--- src/rtl/wb_demux_buf_pkg.sv ---
// rtl/wb_demux_buf_pkg.sv - shared constants, request type and one-hot decode for wb_demux_buf
package wb_pkg;

    localparam int NREG     = 32;
    localparam int DW       = 64;
    localparam int AW       = 5;
    localparam int ZERO_REG = 31;

    typedef struct packed {
        logic [AW-1:0] addr;
        logic [DW-1:0] data;
    } wb_req_t;

    typedef enum logic [1:0] {
        EMPTY = 2'd0,
        ONE   = 2'd1,
        TWO   = 2'd2
    } fifo_state_t;

    // XZR and indices beyond the register file decode to no enable at all
    function automatic logic [NREG-1:0] onehot_dec(input logic [AW-1:0] addr);
        logic [NREG-1:0] v;
        v = '0;
        for (int i = 0; i < NREG; i++) begin
            if ((int'(addr) == i) && (i != ZERO_REG)) begin
                v[i] = 1'b1;
            end
        end
        return v;
    endfunction

endpackage

--- src/rtl/wb_demux_buf_dec_onehot.sv ---
// rtl/wb_demux_buf_dec_onehot.sv - gated AW-to-NREG one-hot decoder
module dec_onehot
    import wb_pkg::*;
(
    input  logic            en,
    input  logic [AW-1:0]   addr,
    output logic [NREG-1:0] onehot
);

    assign onehot = en ? onehot_dec(addr) : '0;

endmodule

--- src/rtl/wb_demux_buf.sv ---
// rtl/wb_demux_buf.sv - writeback demux with 2-entry write buffer; WB_DEMUX_BYPASS_EN enables zero-latency bypass
module wb_demux_buf
    import wb_pkg::*;
(
    input  logic            clk,
    input  logic            rst_n,
    input  logic            in_valid,
    output logic            in_ready,
    input  logic [AW-1:0]   in_addr,
    input  logic [DW-1:0]   in_data,
    input  logic            rf_hold,
    output logic [NREG-1:0] out_wr_en,
    output logic [DW-1:0]   out_data,
    output logic [NREG-1:0] pend_mask,
    output logic            overflow_err
);

    fifo_state_t     state, state_nxt;
    logic            head, tail;
    wb_req_t         mem [2];
    logic            ready_q;
    logic            push, pop, byp;
    logic            dec_en;
    logic [AW-1:0]   dec_addr;
    logic [NREG-1:0] pend [2];
    logic [1:0]      ent_vld;
    wb_req_t         head_req;

    assign head_req = mem[head];
    assign in_ready = ready_q;

    always_ff @(posedge clk or negedge rst_n) begin
        if (!rst_n) begin
            state <= EMPTY;
        end else begin
            state <= state_nxt;
        end
    end

    always_comb begin
        state_nxt = state;
        case (state)
            EMPTY:   if (push) state_nxt = ONE;
            ONE: begin
                if (push && !pop)      state_nxt = TWO;
                else if (!push && pop) state_nxt = EMPTY;
            end
            TWO:     if (pop) state_nxt = ONE;
            default: state_nxt = EMPTY;
        endcase
    end

    always_comb begin
        pop      = (state != EMPTY) && !rf_hold;
        byp      = 1'b0;
`ifdef WB_DEMUX_BYPASS_EN
        byp      = (state == EMPTY) && in_valid && ready_q && !rf_hold;
`endif
        push     = in_valid && ready_q && !byp;
        dec_en   = pop;
        dec_addr = head_req.addr;
        out_data = (state != EMPTY) ? head_req.data : '0;
        if (byp) begin
            dec_en   = 1'b1;
            dec_addr = in_addr;
            out_data = in_data;
        end
    end

    always_ff @(posedge clk or negedge rst_n) begin
        if (!rst_n) begin
            head         <= 1'b0;
            tail         <= 1'b0;
            mem[0]       <= '0;
            mem[1]       <= '0;
            ready_q      <= 1'b0;
            overflow_err <= 1'b0;
        end else begin
            if (push) begin
                mem[tail] <= '{addr: in_addr, data: in_data};
                tail      <= ~tail;
            end
            if (pop) begin
                head <= ~head;
            end
            ready_q <= (state_nxt != TWO);
            if (in_valid && !ready_q) begin
                overflow_err <= 1'b1;
            end
        end
    end

    dec_onehot u_dec_wr (
        .en     (dec_en),
        .addr   (dec_addr),
        .onehot (out_wr_en)
    );

    // An entry is live when the buffer is full, or when it is the head of a single-entry buffer
    for (genvar g = 0; g < 2; g++) begin : g_pend
        assign ent_vld[g] = (state == TWO) || ((state == ONE) && (head == 1'(g)));

        dec_onehot u_dec_pend (
            .en     (ent_vld[g]),
            .addr   (mem[g].addr),
            .onehot (pend[g])
        );
    end

    assign pend_mask = pend[0] | pend[1];

endmodule
--- config.mk ---
export PLATFORM = sky130hd
export DESIGN_NAME = wb_demux_buf
export DESIGN_NICKNAME = d
export VERILOG_FILES = /design/src/rtl/wb_demux_buf_pkg.sv /design/src/rtl/wb_demux_buf_dec_onehot.sv /design/src/rtl/wb_demux_buf.sv
export SDC_FILE = /design/constraint.sdc
export NUM_CORES = 1
export LEC_CHECK = 0
export BUFFER_PORTS_ARGS = -buffer_cell sky130_fd_sc_hd__buf_4
export CORE_UTILIZATION = 50
export DETAILED_ROUTE_END_ITERATION = 12
export PLACE_DENSITY = 0.79
export SLEW_MARGIN = 20
export SYNTH_ARGS = -nofsm -noshare
export SYNTH_HDL_FRONTEND = slang
export SYNTH_SLANG_ARGS = --single-unit
--- constraint.sdc ---
create_clock -name clk -period 2.4 [get_ports clk]
set_input_delay 0.12 -clock clk [delete_from_list [all_inputs] [get_ports clk]]
set_output_delay 0.12 -clock clk [all_outputs]
set_load 0.02 [all_outputs]
==> summary.txt <==
outcome = complete, no violations
DRC viols = 0
WP depth = 4
CP cell instances = nor2b_2, o21bai_2, o22ai_1, buf_4
xor/xnor share of the synthesized area = 0.244%
largest fanout on the critical path = 16
GP Congestion = 0.959
CTS tree = built
Hold WS = 284 ps
ys async rst share = 100%
Vias/cell = 5.40
Num CTS Buffers = 17
Max Clk Rate = 449 MHz
HPWL Detailed = 12500 um
Overall Power = 14.2 mW
maximum VDD drop = 0.790 mV
DRT Pass-1 Iters = 4
synth unique cells = 32
fin area = 10200 um^2
largest net degree at the start of global routing = 69
grt ovf = 0
number of global-route vias before repair = 6140
first-pass GRT wire length = 30000 um
worst skew pair latency = 410 ps
LEAKAGE = 4.66 nW
GR Util All Layers = 26.1%
Routed Antenna Nets = 0
nets@finish = 939
layout cell share with drive strength beyond 1 = 32.3%
Clock Tree Root = clkbuf_16
row count = 43
CP Class = flop to primary output
worst-margin pin slew = 889 ps
Die ar. = 14900 um^2
sequential share of the synthesized area = 50.1%
Post-Syn Area = 7190 um^2
Worst EP arrival = 2110 ps
RSZ-0062 raised after global routing = no
startpoint types = flop
post-placement cell count = 952
max cap viols = 0
IO Pins = 203
synthesis-stage register bit count = 144
Final period util = 92.8%
Max clock buf depth = 2
fin. max-slew vios = 0
Final Util = 73.4%
portion of netlist area occupied by mux cells = 31.8%
simple-gate share of the synthesized area = 11.0%
multi-input logic area = 3410 um^2
placed inst area = 8870 um^2
H-tree Lvls = 4
combinational family with the most area after synthesis = multiplexers
depth of the most critical reg-to-reg path = 4
post-synth top area cell = dfrtp_1
Setup Slack @ Placement = 330 ps
Worst-path clk slew = 60 ps
Critical Path End Type = primary output
Sink Count = 144
Placeable Area = 13900 um^2
Period minus WS final = 2230 ps
most common cell after layout, fill and taps aside = buf_4
initial antenna violation count = 0
r2r startpoint = in_ready
Syn Area/Cell = 12.0 um^2
Initial Util = 51.6%
DR WL/cell = 17.6 um
reg-to-reg critical path endpoint = mem[89]
Synth area leaders = dfrtp_1 (50%), mux2_1 (22%), mux2i_1 (9.0%)
yosys warns = 0
register area = 3610 um^2
Synth Area in Adders = 0%
PortBufs = 200
ys flop type = dfrtp_1
total wire length = 18700 um
antenna cells = 0
Filler cells = 917
die width = 122 um
crit-path max cell delay = 470 ps
Final Non-Filler Cells = 1059
top-area cell type share of the netlist area = 50.1%
Post-synth EDFFs = 0
critical path's top delay family = compound AO/OA/AOI/OAI gates
Worst EP required = 2280 ps
Power Density = 1390 nW/um^2
CP bufs+invs = 1
die height = 122 um
Final setup viols = 0
commonest non-fill, non-tap cells in the layout = buf_4 (211), dfrtp_1 (143), mux2_1 (138)
R2R setup slack = 500 ps
skew final = 7.24 ps
initial detailed-routing violation count = 246
smallest setup slack after layout = 172 ps
crit path max-delay cell type = dfrtp_1
DR vias = 5715
Final Hold Viols = 0
relative max-transition margin = 40.7%
Sum Neg Setup Slack = 0 ps
synth-to-layout area growth = 42.2%
Gate Count Post-Synth = 600
Synth Area in Compound Gates = 3.65%
Hold Crit Class = input pin to asynchronous set/reset pin
[worst reg2reg max path, cell delays in order (launching register included)]
cell     delay (ps)
dfrtp_1         450
nand2_1         210
or2_4           460
buf_4           310
mux2_1          360
[worst max path at each step]
stage                   from            end  slack (ps)
floorplan               head  out_wr_en[29]         610
global placement        head  pend_mask[26]         410
detailed placement      head  pend_mask[26]         330
CTS                     head   pend_mask[9]          50
global route            head   out_wr_en[5]          60
finish              state[1]   pend_mask[9]         170
[power by group]
group	internal (mW)	leakage [nW]	switching, mW	total (mW)
sequential	3.67	1.68	0.774	4.44
clock	1.54	0.277	1.02	2.57
combinational	3.11	2.70	4.11	7.22
total	8.32	4.66	5.91	14.2
[flip-flops by register name (all words and copies together) (netlist names)]
register      count
state             2
tail              1
mem             138
in_ready          1
overflow_err      1
head              1
[synth_stat cells, types with 2 or more instances]
library cell	number
a21oi_1	2
and2_1	4
buf_1	2
buf_2	30
buf_4	2
buf_6	2
clkbuf_1	6
dfrtp_1	144
inv_1	2
mux2_1	138
mux2i_1	65
mux2i_2	6
nand2_1	36
nor2_1	70
nor2b_1	9
nor3_1	14
nor3_2	19
nor3b_1	2
o21ai_1	2
o21bai_2	2
o22ai_1	32
[layout make-up]
| class | count | share of cell area (%) |
|---|---|---|
| inverters | 2 | 0.0734 |
| clock buffers | 18 | 4.20 |
| repair buffers | 288 | 23.4 |
| multi-input cells | 413 | 33.3 |
| well taps | 180 | 2.20 |
| clock inverters | 14 | 1.54 |
| flip-flops and latches | 144 | 35.3 |
[layer usage]
layer | up-vias | part of all wire [%] | wire (um) | track usage (%)
li1 | 2647 | - | - | -
met1 | 2826 | 39 | 7250 | 28.4
met2 | 211 | 53 | 9900 | 48.3
met3 | 31 | 6.1 | 1150 | 6.69
met4 | 0 | 1.9 | 362 | 9.57
met5 | - | 0 | 0 | 0
[cell families after synthesis]
logic type	count (synthesis)
muxes	209
DFF	144
buffers and inverters	44
other	1
and+or+nand+nor	159
AOI/OAI and AO/OA	41
xor gates and xnor gates	2
[repair_timing]
item                                   4_1_cts  5_1_grt
hold buffers                                72        0
endpoints found under the hold margin      208        0
cloned                                       0        0
gates resized for setup                      6        2
setup endpoints to repair                   22       20
buffers inserted                             0        3
No activity file was read; power rests on OpenSTA's default activity.
